**config.mk**
```make
export PLATFORM = sky130hd
export DESIGN_NAME = seg_display_driver
export DESIGN_NICKNAME = d
export VERILOG_FILES = /design/src/rtl/seg_pkg.sv /design/src/rtl/seg7_encode.sv /design/src/rtl/seg_display_driver.sv
export SDC_FILE = /design/constraint.sdc
export NUM_CORES = 1
export LEC_CHECK = 0
export BUFFER_PORTS_ARGS = -buffer_cell sky130_fd_sc_hd__buf_2
export CAP_MARGIN = 25
export CORE_MARGIN = 4
export CORE_UTILIZATION = 55
export CTS_CLUSTER_DIAMETER = 100
export DETAILED_ROUTE_END_ITERATION = 12
export HOLD_SLACK_MARGIN = 0.06
export PLACE_DENSITY = 0.75
export SLEW_MARGIN = 25
export SYNTH_ARGS = -nofsm -noshare
export SYNTH_HDL_FRONTEND = slang
export SYNTH_SLANG_ARGS = --single-unit
```
**constraint.sdc**
```tcl
create_clock -name clk -period 5.7 [get_ports clk]
set_clock_uncertainty 0.1 [all_clocks]
set_input_delay 0.57 -clock clk [delete_from_list [all_inputs] [get_ports clk]]
set_output_delay 0.57 -clock clk [all_outputs]
set_load 0.02 [all_outputs]
```
**src/rtl/seg_pkg.sv**
```systemverilog
`default_nettype none
// ============================================================================
//  Module      : seg_pkg
//  Description : Shared constants for the 7-segment display driver: blank/dash
//                glyphs, FSM state encoding and BCD digit-count helper.
//  Revision    : 1.0  initial release
// ============================================================================
package seg_pkg;

    localparam logic [6:0] SEG_BLANK = 7'h7F;
    localparam logic [6:0] SEG_DASH  = 7'b0111111;

    localparam logic [1:0] ST_IDLE    = 2'd0;
    localparam logic [1:0] ST_CONVERT = 2'd1;
    localparam logic [1:0] ST_LATCH   = 2'd2;

    // Enough BCD digits to hold any BIN_WIDTH-bit binary value.
    function automatic int bcd_digits(input int bin_width);
        return bin_width / 3 + 1;
    endfunction

endpackage
`default_nettype wire

```
**src/rtl/seg7_encode.sv**
```systemverilog
`default_nettype none
// ============================================================================
//  Module      : seg7_encode
//  Description : Hex nibble to active-low 7-segment glyph (bit0 = a .. bit6 = g)
//                with a blank override.
//  Revision    : 1.0  initial release
// ============================================================================
module seg7_encode
    import seg_pkg::*;
(
    input  logic [3:0] nibble,
    input  logic       blank,
    output logic [6:0] glyph
);

    always_comb begin
        glyph = SEG_BLANK;
        if (!blank) begin
            case (nibble)
                4'h0:    glyph = 7'b1000000;
                4'h1:    glyph = 7'b1111001;
                4'h2:    glyph = 7'b0100100;
                4'h3:    glyph = 7'b0110000;
                4'h4:    glyph = 7'b0011001;
                4'h5:    glyph = 7'b0010010;
                4'h6:    glyph = 7'b0000010;
                4'h7:    glyph = 7'b1111000;
                4'h8:    glyph = 7'b0000000;
                4'h9:    glyph = 7'b0010000;
                4'hA:    glyph = 7'b0001000;
                4'hB:    glyph = 7'b0000011;
                4'hC:    glyph = 7'b1000110;
                4'hD:    glyph = 7'b0100001;
                4'hE:    glyph = 7'b0000110;
                default: glyph = 7'b0001110;
            endcase
        end
    end

endmodule
`default_nettype wire

```
**src/rtl/seg_display_driver.sv**
```systemverilog
`default_nettype none
// ============================================================================
//  Module      : seg_display_driver
//  Description : Multi-digit 7-segment driver, hex or sequential double-dabble
//                decimal, leading-zero blanking and overflow dashes.
//                Optional blink support with macro CORE_SEG_BLINK_EN.
//  Revision    : 1.0  initial release
// ============================================================================
module seg_display_driver
    import seg_pkg::*;
#(
    parameter int NUM_DIGITS = 6,
    parameter int BIN_WIDTH  = 20,
    parameter int BLINK_DIV  = 25000000
) (
    input  logic                    clk,
    input  logic                    resetn,
    input  logic [BIN_WIDTH-1:0]    value,
    input  logic                    load,
    input  logic                    dec_mode,
    input  logic                    blank_lz,
    input  logic                    enable,
    input  logic                    blink,
    output logic                    busy,
    output logic                    done,
    output logic [7*NUM_DIGITS-1:0] seg
);

    localparam int c_bcd_digits = bcd_digits(BIN_WIDTH);
    localparam int c_bcd_w      = 4 * c_bcd_digits;
    localparam int c_cnt_w      = $clog2(BIN_WIDTH + 1);
    localparam int c_pad_w      = 4 * NUM_DIGITS + c_bcd_w + BIN_WIDTH;

    logic [1:0]              r_state;
    logic [BIN_WIDTH-1:0]    r_shift;
    logic [c_bcd_w-1:0]      r_bcd;
    logic [c_cnt_w-1:0]      r_cnt;
    logic                    r_dec;
    logic                    r_blz;
    logic                    r_done;
    logic [7*NUM_DIGITS-1:0] r_digits;
    logic [7*NUM_DIGITS-1:0] r_seg;

    logic [c_bcd_w-1:0]      w_bcd_adj;
    logic [c_pad_w-1:0]      w_src;
    logic                    w_ovf;
    logic                    w_run;
    logic [NUM_DIGITS-1:0]   w_blank;
    logic [7*NUM_DIGITS-1:0] w_enc;
    logic [7*NUM_DIGITS-1:0] w_glyphs;
    logic [7*NUM_DIGITS-1:0] w_disp;
    logic                    w_blink_off;

    always_comb begin
        w_bcd_adj = r_bcd;
        for (int k = 0; k < c_bcd_digits; k++) begin
            if (r_bcd[4*k +: 4] >= 4'd5)
                w_bcd_adj[4*k +: 4] = r_bcd[4*k +: 4] + 4'd3;
        end
    end

    // Zero-extended digit source: anything above the displayed digits is overflow.
    assign w_src = r_dec ? c_pad_w'(r_bcd) : c_pad_w'(r_shift);
    assign w_ovf = |w_src[c_pad_w-1:4*NUM_DIGITS];

    always_comb begin
        w_run   = 1'b1;
        w_blank = '0;
        for (int i = NUM_DIGITS - 1; i >= 0; i--) begin
            w_run = w_run & (w_src[4*i +: 4] == 4'd0);
            if (i != 0)
                w_blank[i] = r_blz & w_run;
        end
    end

    for (genvar i = 0; i < NUM_DIGITS; i++) begin : g_digit
        seg7_encode u_enc (
            .nibble (w_src[4*i +: 4]),
            .blank  (w_blank[i]),
            .glyph  (w_enc[7*i +: 7])
        );
    end

    assign w_glyphs = w_ovf ? {NUM_DIGITS{SEG_DASH}} : w_enc;
    assign w_disp   = (r_state == ST_LATCH) ? w_glyphs : r_digits;

`ifdef CORE_SEG_BLINK_EN
    localparam int c_blink_w = (BLINK_DIV > 1) ? $clog2(BLINK_DIV) : 1;

    logic [c_blink_w-1:0] r_blink_cnt;
    logic                 r_phase;

    always_ff @(posedge clk or negedge resetn) begin
        if (!resetn) begin
            r_blink_cnt <= '0;
            r_phase     <= 1'b0;
        end else if (r_blink_cnt == c_blink_w'(BLINK_DIV - 1)) begin
            r_blink_cnt <= '0;
            r_phase     <= ~r_phase;
        end else begin
            r_blink_cnt <= r_blink_cnt + 1'b1;
        end
    end

    assign w_blink_off = blink & r_phase;
`else
    logic w_unused_blink;
    assign w_unused_blink = blink;
    assign w_blink_off    = 1'b0;
`endif

    always_ff @(posedge clk or negedge resetn) begin
        if (!resetn) begin
            r_state  <= ST_IDLE;
            r_shift  <= '0;
            r_bcd    <= '0;
            r_cnt    <= '0;
            r_dec    <= 1'b0;
            r_blz    <= 1'b0;
            r_done   <= 1'b0;
            r_digits <= {NUM_DIGITS{SEG_BLANK}};
            r_seg    <= {NUM_DIGITS{SEG_BLANK}};
        end else begin
            r_done <= 1'b0;
            r_seg  <= (enable && !w_blink_off) ? w_disp : {NUM_DIGITS{SEG_BLANK}};
            case (r_state)
                ST_IDLE: begin
                    if (load) begin
                        r_shift <= value;
                        r_dec   <= dec_mode;
                        r_blz   <= blank_lz;
                        r_bcd   <= '0;
                        r_cnt   <= '0;
                        r_state <= dec_mode ? ST_CONVERT : ST_LATCH;
                    end
                end
                ST_CONVERT: begin
                    // Add-3 correction then shift the binary MSB into the BCD register.
                    r_bcd   <= (w_bcd_adj << 1) | c_bcd_w'(r_shift[BIN_WIDTH-1]);
                    r_shift <= r_shift << 1;
                    r_cnt   <= r_cnt + 1'b1;
                    if (r_cnt == c_cnt_w'(BIN_WIDTH - 1))
                        r_state <= ST_LATCH;
                end
                ST_LATCH: begin
                    r_digits <= w_glyphs;
                    r_done   <= 1'b1;
                    r_state  <= ST_IDLE;
                end
                default: r_state <= ST_IDLE;
            endcase
        end
    end

    assign busy = (r_state != ST_IDLE);
    assign done = r_done;
    assign seg  = r_seg;

endmodule
`default_nettype wire
```
# After elaboration in Yosys (flattened, before gate mapping)
# Memory sizes are Yosys's and may differ from the RTL's.
# Cells that the tools add are included.
[op_classes] bitwise=10 n_reduce_logical=12 add_sub_neg=8 muxes=27 n_eq_ne=5 n_lt_le_gt_ge=7
[ops] cell="42-bit 2-to-1 mux" count=3
[ops] cell="28-bit 2-to-1 mux" count=2
[ops] cell="28-bit case mux with 2 select lines" count=1
[ops] cell="48-bit OR reduction" count=1
[ops] cell="20-bit case mux with 2 select lines" count=1
[ops] cell="7-bit 2-to-1 mux" count=5
[ops] cell="4-bit by 3-bit greater-or-equal comparator with 1-bit output (second input constant)" count=7
[ops] cell="28-bit by 1-bit OR with 28-bit output" count=1
[ops] cell="4-bit by 2-bit adder with 4-bit output (second input constant)" count=6
[ops] cell="4-bit 2-to-1 mux" count=6
[ops] cell="4-bit zero test" count=5
[ops] cell="20-bit 2-to-1 mux" count=1
[ops] cell="5-bit case mux with 2 select lines" count=1
[ops] cell="1-bit bitwise AND" count=9
[ops] cell="2-bit 2-to-1 mux" count=3
[ops] cell="2-bit AND reduction" count=3
[ops] cell="5-bit by 1-bit adder with 5-bit output (second input constant)" count=1
[ops] cell="5-bit equality test (second input constant)" count=1
[ops] cell="5-bit 2-to-1 mux" count=1
[ops] cell="2-bit inequality test (second input constant)" count=2
[ops] cell="2-bit case mux with 2 select lines" count=1
[ops] cell="2-bit nonzero test" count=2
[ops] cell="3-bit by 2-bit adder with 3-bit output (second input constant)" count=1
[ops] cell="3-bit 2-to-1 mux" count=1
[ops] cell="4 further kinds" count=4
[word_totals] romBits=672 reg_bits=142 n_memories=6 wordCells=84 output_inout_bits=44
[memory_table] memory="(name not given)" depth=16 width=7 read_ports=1 rd_ports_with_merged_regs=0 wr=0 line_no="seg7_encode.sv:19" text="case (nibble)"
[memory_table] memory="(name not given)" depth=16 width=7 read_ports=1 rd_ports_with_merged_regs=0 wr=0 line_no="seg7_encode.sv:19"
[memory_table] memory="(name not given)" depth=16 width=7 read_ports=1 rd_ports_with_merged_regs=0 wr=0 line_no="seg7_encode.sv:19"
[memory_table] memory="(name not given)" depth=16 width=7 read_ports=1 rd_ports_with_merged_regs=0 wr=0 line_no="seg7_encode.sv:19"
[memory_table] memory="(name not given)" depth=16 width=7 read_ports=1 rd_ports_with_merged_regs=0 wr=0 line_no="seg7_encode.sv:19"
[memory_table] memory="(name not given)" depth=16 width=7 read_ports=1 rd_ports_with_merged_regs=0 wr=0 line_no="seg7_encode.sv:19"

# Logic depth before layout (Yosys ltp)
# Gate-level depths: netlist of the first run.
[logic_depth] word_depth=11 depth_mapped=14

# Hierarchy
# From an unflattened synthesis of the first run, not the netlist that was laid out.
[unflattened] cells_unflattened=743 area_unflattened_um2=8026.4
[modules_own_cells] module="seg_display_driver" n_inst=1 seq_area_each_um2=3658.5 area_each_um2=6239.7 cells_each=533
[modules_own_cells] module="seg7_encode at g_digit[2].u_enc ..." n_inst=4 seq_area_each_um2=0.0 area_each_um2=299.0 cells_each=35
[modules_own_cells] module="seg7_encode at g_digit[0].u_enc ..." n_inst=2 seq_area_each_um2=0.0 area_each_um2=295.3 cells_each=35

# Worst setup path after synthesis of the first run
# Ideal clock, no wire load.
[synth_path] path_kind="reg-to-reg" startpoint="register r_dec" endpoint="register r_seg[11] (netlist: seg[11])" setup_time_ns=0.064 required_time_ns=5.536 t_arrival_ns=3.023 setup_slack_ns=2.513 period_less_slack_ns=3.187 n_path_buf=7 stages_incl_launch_ff=15 cell_sequence="dfrtp_1 -> buf_6 -> buf_4 -> buf_2 -> buf_2 -> buf_2 -> buf_2 -> nand2_1 -> ha_1 -> nand3_1 -> or4_4 -> buf_6 -> nor4_4 -> o32a_2 -> nand2b_1"
[synth_between] elab_chain_len=11 elab_cells_between_ends=17 classes_between="5 x mux; 5 x bitwise; 6 x reduce/logical; 1 x memory"
[synth_lines] element="start: declaration" line_no="seg_display_driver.sv:38" text="logic r_dec;"
[synth_lines] element="start signal: assignment" line_no="seg_display_driver.sv:130" text="r_dec <= dec_mode;"
[synth_lines] element="28-bit 2-to-1 mux (*)" line_no="seg_display_driver.sv:63" text="assign w_src = r_dec ? c_pad_w'(r_bcd) : c_pad_w'(r_shift);"
[synth_lines] element="4-bit zero test" line_no="seg_display_driver.sv:70" text="w_run = w_run & (w_src[4*i +: 4] == 4'd0);"
[synth_lines] element="1-bit bitwise AND (4 in series)" line_no="seg_display_driver.sv:70"
[synth_lines] element="1-bit bitwise AND" line_no="seg_display_driver.sv:72" text="w_blank[i] = r_blz & w_run;"
[synth_lines] element="7-bit 2-to-1 mux" line_no="seg7_encode.sv:18" text="if (!blank) begin"
[synth_lines] element="42-bit 2-to-1 mux (*)" line_no="seg_display_driver.sv:84" text="assign w_glyphs = w_ovf ? {NUM_DIGITS{SEG_DASH}} : w_enc;"
[synth_lines] element="42-bit 2-to-1 mux (*)"
[synth_lines] element="net w_disp[11]" line_no="seg_display_driver.sv:51" text="logic [7*NUM_DIGITS-1:0] w_disp;"
[synth_lines] element="42-bit 2-to-1 mux (*)" line_no="seg_display_driver.sv:125" text="r_seg <= (enable && !w_blink_off) ? w_disp : {NUM_DIGITS{SEG_BLANK}};"
[synth_lines] element="end signal: assignment" line_no="seg_display_driver.sv:122" text="r_seg <= {NUM_DIGITS{SEG_BLANK}};"
[synth_lines] element="end signal: assignment" line_no="seg_display_driver.sv:125"
[synth_lines] element="end: declaration" line_no="seg_display_driver.sv:42" text="logic [7*NUM_DIGITS-1:0] r_seg;"
# Mark *: on every way through the listed nets, which the timed path passes. The rest lies on a longest branch.
# A chain may end at the register's enable or synchronous reset.

# Worst setup path in the final report of the first run
[layout_path] startpoint="register r_dec" endpoint="register r_seg[12] (netlist: seg[12])"
# The elaborated chain is that of the path after synthesis.

==> results.yml, run 1 <==
synthesis:
  synth-seq-cells: 142
  netlist.area_leader.share_pct: 27.7
  synth_area_leaders: "dfstp_2, dfrtp_1, ha_1"
  syn_inst: 811
  yosys-top-cells-count: "nand2_1, dfstp_2, dfrtp_1"
  syn_area_per_cell_um2: 9.82
  synth_flop_cell: "dfstp_2"
  synth_nets: 889
  synth_cell_types: 65
  ys_seq_area_share_pct: 45.9
  synth-edff-count: 0
  async_reset_ff_share_pct: 100
  yosysMostFrequentCell: "nand2_1"
  ys_warn_count: 0
  netlist_area_um2: 7970
  synth_top_cell_by_area: "dfstp_2"
setup_path:
  critical_path_arrival_ns: 3.80
  ff2ff_path_depth: 7
  crit_type: "reg -> reg"
  rr_startpoint: "r_dec"
  critPathLaunchType: "flop"
  cp-end-kind: "flop"
  cp-startpoint: "r_dec"
  critical_path.max_fanout: 46
  crit_required_ns: 5.95
sta:
  finalCriticalPeriod_ns: 3.54
  tightest_slew_ns: 0.930
  rsz0062_at_grt: "false"
  max_freq_ghz: 0.282
  finalSetupTns_ns: 0
  slew_headroom_pct: 37.7
  slew_violations: 0
  hold_violations: 0
  setup_viol: 0
  finalHoldWorstSlack_ns: 0.138
  fin_crit_sh_pct: 62.2
  worst_slack_ns: 2.16
pwr:
  peakVddDrop_mv: 0.272
  p_clk_share_pct: 18.4
  power_mw: 5.38
  power.density_nw_per_um2: 602
  leakage_nw: 3.92
  p_int_mw: 3.12
  switching_power_mw: 2.26
  seqPwrFrac_pct: 35.3
  netSwitchingFraction_pct: 42.0
  power_frac_comb_pct: 46.3
clock_network:
  post_cts_resized: 0
  cts.sinks: 142
  post-cts-setup-buffer-count: 0
  clkTransAtPathRegs_ns: 0.06
  cts_tree: "built"
  clk-insertion-delay-late_ns: 0.42
  root_buffer: "clkbuf_16"
  hold_buffers: 0
  numCtsBuffers: 17
  clockBufferDepth: 2
  h-tree-depth: 4
cells_and_area:
  antennaDiodeCount: 0
  area_delta_synth_final_pct: 12.1
  num-nets-final: 938
  drive_gt1_share_pct: 24.7
  multi_input_area_um2: 3960
  nFillCells: 1097
  seq_area_um2: 3660
  post-route-util_pct: 63.6
  stdcell_area_um2: 8930
  finalNonFillerCells: 1052
floorplan:
  core_area_um2: 14000
  num_rows: 43
  die_width_um: 128
  io_pins: 71
  initial_core_util_pct: 56.7
  dieArea_um2: 16500
  fp.dieH_um: 128
place:
  place.gp.congestion: 0.932
  dp_slack_ns: 2.31
  place.port_buffers: 69
  placed_cell_area_um2: 8400
  place_inst: 1021
  dp_hpwl_mm: 12.3
route:
  drc: 0
  routed_wl_mm: 18.5
  wl_per_cell_um: 17.6
  antenna_left: 0
  via_per_inst: 6.09
  dr.first_iter.drc_count: 634
  num_vias: 6403
  first_pass_iters: 5
hold_path:
  hold_class: "in -> async"
global_route:
  overflow: 0
  grt_max_degree: 93
  first_global_vias: 6141
  antenna_found_initial: 0
  grt_usage_pct: 23.1
  grt_pass1_wl_mm: 30.6
job:
  max_cap_viol_count: 0
outcome:
  status: "complete, no violations"
==> critical path: stages (launching register included) <==
cell	delay (ns)
dfrtp_2	0.75
buf_4	0.56
mux2i_1	0.58
ha_1	0.29
o21ai_1	0.29
nor4_4	0.52
o32a_2	0.25
nand2b_1	0.10
==> power groups by stage <==
stage               logic (mW)  clock network (mW)  registers (mW)
finish                    2.49               0.992            1.90
floorplan                 1.85                   0            1.89
CTS                       2.47                1.01            1.89
global route              2.77                1.06            1.95
global placement          2.34                   0            1.87
detailed placement        2.45                   0            1.90
==> path summary, 6_finish.rpt <==
kind | to | slack [ns]
hold / removal | r_shift[6] | 0.14
max in group asynchronous | r_dec | 4.19
setup reg to reg | seg[12] | 2.16
min in group clk | r_state[1] | 0.24
hold reg to reg | r_digits[20] | 0.38
setup / recovery | seg[12] | 2.16
==> placed cells by master (no fill, tap or decap), types with 8 or more instances in the layout <==
master,Yosys,routed
nand2_1,97,97
dfstp_2,84,84
buf_2,5,68
dfrtp_1,58,57
o21ai_0,55,55
ha_1,51,51
nor2_1,50,50
nand3_1,39,39
inv_1,38,38
nand2b_1,36,36
a21oi_1,36,36
mux2i_1,34,34
a22oi_1,20,20
clkbuf_16,0,18
o211ai_1,13,13
o31ai_1,12,12
mux2_2,9,9
o22a_1,9,9
o32a_1,9,9
a32o_1,9,9
nor3_1,8,8
a211oi_1,8,8
xnor2_1,8,8
buf_4,1,8
==> cells by family (layout without fill, tap and decap cells) <==
| group | after synthesis | count (layout) | share of synthesized area [%] |
|---|---|---|---|
| buf+inv | 86 | 147 | 4.38 |
| flops | 142 | 142 | 45.9 |
| xor+xnor | 14 | 14 | 1.54 |
| fa+ha+maj | 51 | 51 | 8.01 |
| compound gates | 213 | 213 | 18.4 |
| mux | 46 | 46 | 6.30 |
| simple gates | 259 | 259 | 15.5 |
==> layer usage <==
layer	track usage, %	share of wire [%]	vias up
li1	-	-	2997
met1	31.4	44	3136
met2	36.2	47	223
met3	4.15	6.0	47
met4	10.6	3.1	0
met5	0	0	-
==> cell type report <==
class | instances | share of cell area [%]
repair buffers | 77 | 4.61
well taps | 180 | 2.52
clock inverters | 6 | 0.420
inverters | 39 | 1.64
clock buffers | 25 | 5.45
multi-input cells | 583 | 44.4
flip-flops and latches | 142 | 41.0
==> flip-flops by register name (all words and copies together), names as in the netlist <==
| register | cells |
|---|---|
| done | 1 |
| r_bcd | 28 |
| r_blz | 1 |
| r_cnt | 5 |
| r_dec | 1 |
| r_digits | 42 |
| r_shift | 20 |
| r_state | 2 |
| seg | 42 |
No activity file was read; power rests on OpenSTA's default activity.
==> run 2: changes to the inputs <==
--- a/config.mk
+++ b/config.mk
@@ -8,11 +8,11 @@
 export BUFFER_PORTS_ARGS = -buffer_cell sky130_fd_sc_hd__buf_2
 export CAP_MARGIN = 25
 export CORE_MARGIN = 4
-export CORE_UTILIZATION = 55
+export CORE_UTILIZATION = 54
 export CTS_CLUSTER_DIAMETER = 100
 export DETAILED_ROUTE_END_ITERATION = 12
 export HOLD_SLACK_MARGIN = 0.06
-export PLACE_DENSITY = 0.75
+export PLACE_DENSITY = 0.76
 export SLEW_MARGIN = 25
 export SYNTH_ARGS = -nofsm -noshare
 export SYNTH_HDL_FRONTEND = slang
==> constraint.sdc (replaced) <==
create_clock -name clk -period 3.25 [get_ports clk]
set_clock_uncertainty 0.1 [all_clocks]
set_input_delay 0.325 -clock clk [delete_from_list [all_inputs] [get_ports clk]]
set_output_delay 0.325 -clock clk [all_outputs]
set_load 0.02 [all_outputs]
==> run 2 against run 1 <==
Maximum frequency rose by 21%. Register-to-register slack got worse by 1.8 ns. Flip-flop and latch count did not move. Combinational power rose by 81%. Non-clock buffer count rose by 36. Wire length fell by 1.6%. First-iteration DRC count fell by 21%. Critical path type unchanged. Design area rose by 4.4%. Worst setup slack got worse by 1.8 ns.
==> results.yml, run 2 (synthesized netlist as in run 1, its figures left out) <==
outcome:
  status: "complete, no violations"
clock_network:
  post_cts_resized: 0
  clkTransAtPathRegs_ns: 0.06
  h-tree-depth: 4
  hold_buffers: 20
  numCtsBuffers: 17
  post-cts-setup-buffer-count: 0
  cts_tree: "built"
  cts.sinks: 142
  clockBufferDepth: 2
  root_buffer: "clkbuf_16"
  clk-insertion-delay-late_ns: 0.42
cells_and_area:
  drive_gt1_share_pct: 25.9
  nFillCells: 1165
  final_common_cell: "nand2_1"
  multi_input_area_um2: 3960
  layout_common_cells: "nand2_1, dfstp_2, buf_2, dfrtp_1, o21ai_0"
  seq_area_um2: 3660
  area_delta_synth_final_pct: 17.0
  num-nets-final: 974
  finalNonFillerCells: 1093
  antennaDiodeCount: 0
  stdcell_area_um2: 9320
pwr:
  p_int_mw: 5.70
  leakage_nw: 4.11
  switching_power_mw: 3.98
  seqPwrFrac_pct: 34.0
  p_clk_share_pct: 19.3
  peakVddDrop_mv: 0.480
  power_frac_comb_pct: 46.7
  netSwitchingFraction_pct: 41.1
  power_mw: 9.68
  power.density_nw_per_um2: 1040
floorplan:
  die_width_um: 129
  num_rows: 44
  io_pins: 71
  dieArea_um2: 16800
  fp.dieH_um: 129
  initial_core_util_pct: 55.0
  core_area_um2: 14500
global_route:
  grt_pass1_wl_mm: 30.3
  first_global_vias: 6028
  grt_max_degree: 92
  overflow: 0
  antenna_found_initial: 0
  grt_usage_pct: 22.7
route:
  routed_wl_mm: 18.2
  wl_per_cell_um: 16.6
  antenna_left: 0
  via_per_inst: 5.80
  dr.first_iter.drc_count: 504
  drc: 0
  first_pass_iters: 7
  num_vias: 6342
place:
  place.port_buffers: 69
  dp_hpwl_mm: 12.0
  place.gp.congestion: 0.833
  place_inst: 1041
  placed_cell_area_um2: 8550
job:
  max_cap_viol_count: 0
sta:
  finalHoldWorstSlack_ns: 0.0796
  tightest_slew_ns: 0.845
  finalCriticalPeriod_ns: 2.93
  hold_violations: 0
  fin_crit_sh_pct: 90.0
  slew_violations: 0
  max_freq_ghz: 0.342
  setup_viol: 0
  finalSetupTns_ns: 0
  slew_headroom_pct: 43.7
  rsz0062_at_grt: "false"
setup_path:
  crit_required_ns: 3.51
  critical_path.max_fanout: 18
  crit_type: "reg -> reg"
  critPathLaunchType: "flop"
  cp-end-kind: "flop"
  critical_path_arrival_ns: 3.19
hold_path:
  hold_class: "in -> reg"
-- run 2: cell count changes in the layout (fill, tap and decap cells not counted), moves of 2 or more --
cell / delta
buf_4: +14
clkbuf_1: -3
dlygate4sd3_1: +20
clkbuf_8: +3
clkinv_2: -3
inv_4: +4
buf_12: +2
-- run 2: critical path: stages (launching register included) --
cell      delay [ns]
dfrtp_2         0.65
mux2i_1         0.44
ha_1            0.27
nand3_1         0.09
or4_4           0.53
nor4_4          0.46
o32a_2          0.24
nand2b_1        0.09
-- run 2: power by group through the flow --
stage | Sequential (mW) | Clock, mW | Combinational [mW]
3_3_place_gp | 3.28 | 0 | 4.33
4_1_cts | 3.29 | 1.90 | 4.51
3_5_place_dp | 3.31 | 0 | 4.43
2_1_floorplan | 3.31 | 0 | 3.25
6_report | 3.29 | 1.87 | 4.51
5_1_grt | 3.39 | 1.99 | 5.03
-- run 2: worst paths after layout --
path,from,endpoint,slack [ns],depth (start not counted)
min reg2reg,r_digits[6],r_digits[6],0.37,2
max reg2reg,r_dec,seg[8],0.32,7
min,value[19],r_shift[19],0.08,3
max,r_dec,seg[8],0.32,7
min in group asynchronous,resetn,r_shift[10],0.46,2
max in group asynchronous,resetn,seg[38],1.82,3
-- run 2: stage by stage --
| step | worst slack, ns | utilization [%] |
|---|---|---|
| 5_1_grt | 0.153 | 64.4 |
| 3_3_place_gp | 0.370 | 59.1 |
| 3_5_place_dp | 0.315 | 59.1 |
| 2_1_floorplan | 0.0633 | - |
| 4_1_cts | 0.301 | 64.4 |
| 6_report | 0.325 | 64.4 |
-- run 2: per-layer routing --
| layer | global-route usage, % | routed length (µm) | up-vias |
|---|---|---|---|
| met5 | 0 | 0 | - |
| met4 | 7.09 | 315 | 0 |
| met3 | 4.74 | 886 | 28 |
| met2 | 36.4 | 8810 | 169 |
| met1 | 31.1 | 8180 | 3069 |
| li1 | - | - | 3076 |
-- run 2: area by class of cell --
type                       count  area share (%)
multi-input combinational    583            42.5
sequential                   142            39.3
timing repair buffer         113            8.12
clock buffer                  24            5.27
tap                          184            2.47
inverter                      39            1.57
clock inverter                 8           0.832
==> run 3: changes to the inputs <==
--- a/config.mk
+++ b/config.mk
@@ -5,14 +5,14 @@
 export SDC_FILE = /design/constraint.sdc
 export NUM_CORES = 1
 export LEC_CHECK = 0
+export ABC_AREA = 1
 export BUFFER_PORTS_ARGS = -buffer_cell sky130_fd_sc_hd__buf_2
 export CAP_MARGIN = 25
 export CORE_MARGIN = 4
-export CORE_UTILIZATION = 54
+export CORE_UTILIZATION = 28
 export CTS_CLUSTER_DIAMETER = 100
 export DETAILED_ROUTE_END_ITERATION = 12
 export HOLD_SLACK_MARGIN = 0.06
-export PLACE_DENSITY = 0.76
 export SLEW_MARGIN = 25
 export SYNTH_ARGS = -nofsm -noshare
 export SYNTH_HDL_FRONTEND = slang
==> run 3 against run 2 <==
Sequential power shrank 4%. Register-to-register slack gained 0.33 ns. Worst hold slack lost 0.0091 ns. Global-route usage shrank 11 points. Clock power grew 2%. Design area grew 0.13%. Synthesized cell count grew 17%. Sequential share of layout area shrank 0.066 points. Cell count grew 30%. Combinational power grew 4%. Wire length grew 0.90%. Critical path type unchanged.
==> results.yml, run 3 <==
clock_network:
  numCtsBuffers: 17
  root_buffer: "clkbuf_16"
  clk-insertion-delay-late_ns: 0.42
  post-cts-setup-buffer-count: 0
  clockBufferDepth: 2
  clkTransAtPathRegs_ns: 0.06
  cts.sinks: 142
  h-tree-depth: 4
  cts_tree: "built"
synthesis:
  synth_top_family_by_area: "simple AND/OR/NAND/NOR gates"
  syn_inst: 946
  synth_compound_area_share_pct: 14.5
  synthXorXnorAreaFrac_pct: 0.780
  synth-simple-area-share_pct: 20.9
  netlist.area_leader.share_pct: 28.1
  yosysMostFrequentCell: "nand2_1"
  synth_area_leaders: "dfstp_2, dfrtp_1, nand2_1"
  yosys-top-cells-count: "nand2_1, inv_1, dfstp_2"
  async_reset_ff_share_pct: 100
  synth-seq-cells: 142
  ys_warn_count: 0
  synth_cell_types: 39
  synth_top_cell_by_area: "dfstp_2"
  syn_area_per_cell_um2: 8.31
  netlist_area_um2: 7860
  ys_seq_area_share_pct: 46.5
  synth_adder_area_share_pct: 8.11
  synth_nets: 1024
  synth-edff-count: 0
  synth_mux_area_share_pct: 0.127
  synth_flop_cell: "dfstp_2"
sta:
  hold_violations: 0
  finalCriticalPeriod_ns: 2.60
  tightest_slew_ns: 0.798
  max_freq_ghz: 0.385
  rsz0062_at_grt: "false"
  slew_headroom_pct: 46.8
  finalSetupTns_ns: 0
  fin_crit_sh_pct: 80.0
  worst_slack_ns: 0.651
  slew_violations: 0
  setup_viol: 0
  finalHoldWorstSlack_ns: 0.0706
setup_path:
  path_cells: "buf_4 -> o21ai_0 -> inv_1 -> ha_1 -> inv_1 -> nor2_4 -> nand3_2 -> nand2_1 -> o21ai_1 -> nand2_1"
  cp-end-kind: "flop"
  crit_type: "reg -> reg"
  critical_path.max_fanout: 25
  cp_slowest_cell: "o21ai_0"
  critical_path_arrival_ns: 2.82
  critPathLaunchType: "flop"
  critPathBufInv: 3
  slowest_delay_ns: 0.54
  cp_top_family: "compound AO/OA/AOI/OAI gates"
  crit_required_ns: 3.47
global_route:
  grt_max_degree: 84
  grt_usage_pct: 12.1
  grt_pass1_wl_mm: 30.7
  first_global_vias: 6114
  antenna_found_initial: 0
  overflow: 0
pwr:
  switching_power_mw: 4.29
  leakage_nw: 4.36
  peakVddDrop_mv: 0.404
  p_clk_share_pct: 19.6
  p_int_mw: 5.48
  power_frac_comb_pct: 48.1
  seqPwrFrac_pct: 32.3
  power.density_nw_per_um2: 1050
  netSwitchingFraction_pct: 43.9
  power_mw: 9.77
cells_and_area:
  finalNonFillerCells: 1420
  area_delta_synth_final_pct: 18.7
  stdcell_area_um2: 9340
  drive_gt1_share_pct: 23.1
  post-route-util_pct: 33.6
  antennaDiodeCount: 0
  layout_common_cells: "nand2_1, inv_1, dfstp_2, o21ai_0, nor2_1"
  final_common_cell: "nand2_1"
  nFillCells: 2919
  num-nets-final: 1107
place:
  dp_slack_ns: 0.655
  place_inst: 1373
  place.gp.congestion: 0.875
  dp_hpwl_mm: 13.1
  placed_cell_area_um2: 8610
  place.port_buffers: 69
route:
  num_vias: 6359
  routed_wl_mm: 18.4
  dr.first_iter.drc_count: 413
  first_pass_iters: 5
  antenna_left: 0
  wl_per_cell_um: 12.9
  via_per_inst: 4.48
  drc: 0
floorplan:
  fp.dieH_um: 176
  dieArea_um2: 30800
  initial_core_util_pct: 28.3
  die_width_um: 176
  num_rows: 61
  core_area_um2: 27800
  io_pins: 71
outcome:
  status: "complete, no violations"
hold_path:
  hold_class: "in -> reg"
job:
  max_cap_viol_count: 0
## run 3: power by group through the flow
stage | clock network (mW) | registers (mW) | logic, mW
5_1_grt | 2.04 | 3.24 | 5.36
3_3_place_gp | 0 | 3.17 | 4.60
3_5_place_dp | 0 | 3.18 | 4.67
6_report | 1.91 | 3.16 | 4.70
4_1_cts | 1.96 | 3.16 | 4.72
2_1_floorplan | 0 | 3.33 | 3.42
## run 3: path summary, 6_finish.rpt
check / startpoint / endpoint / slack (ns) / cells after the start
worst max-delay path: r_dec / seg[16] / 0.65 / 10
worst max register to register: r_dec / seg[16] / 0.65 / 10
worst min-delay path: value[16] / r_shift[16] / 0.07 / 3
max in group asynchronous: resetn / r_digits[22] / 1.88 / 3
min in group asynchronous: resetn / r_bcd[10] / 0.46 / 2
worst min register to register: r_cnt[4] / r_cnt[4] / 0.38 / 1
## run 3: cell families after synthesis
logic type,Yosys count
flip-flops,142
XOR/XNOR,7
adder cells (fa/ha/maj),51
multiplexers,1
AO/OA/AOI/OAI,198
buffers and inverters,174
AND/OR/NAND/NOR,373
## run 3: repair_timing
item	4_1_cts	5_1_grt
hold endpoints to repair	72	0
resized for setup	0	0
hold buffers	15	0
## run 3: layout make-up
cell class / count / area (µm²) / share of cell area [%]
clock buffers: 22 / 495 / 5.31
clock inverters: 10 / 82.6 / 0.884
repair buffers: 94 / 589 / 6.31
inverters: 144 / 543 / 5.82
well taps: 378 / 473 / 5.07
flip-flops and latches: 142 / 3660 / 39.2
multi-input cells: 630 / 3490 / 37.4
## run 3: metal layers
| layer | part of all wire [%] | wire [µm] | up-vias | track usage [%] |
|---|---|---|---|---|
| met2 | 47 | 8640 | 121 | 19.7 |
| met1 | 48 | 8840 | 3003 | 16.3 |
| met4 | 1.6 | 289 | 0 | 4.19 |
| met5 | 0 | 0 | - | 0 |
| met3 | 3.1 | 574 | 18 | 2.11 |
| li1 | - | - | 3217 | - |
## run 3: tightest hold or removal path, stage by stage
cell and delay, ns:
buf_2 0.09, a22oi_1 0.06, o21ai_0 0.07
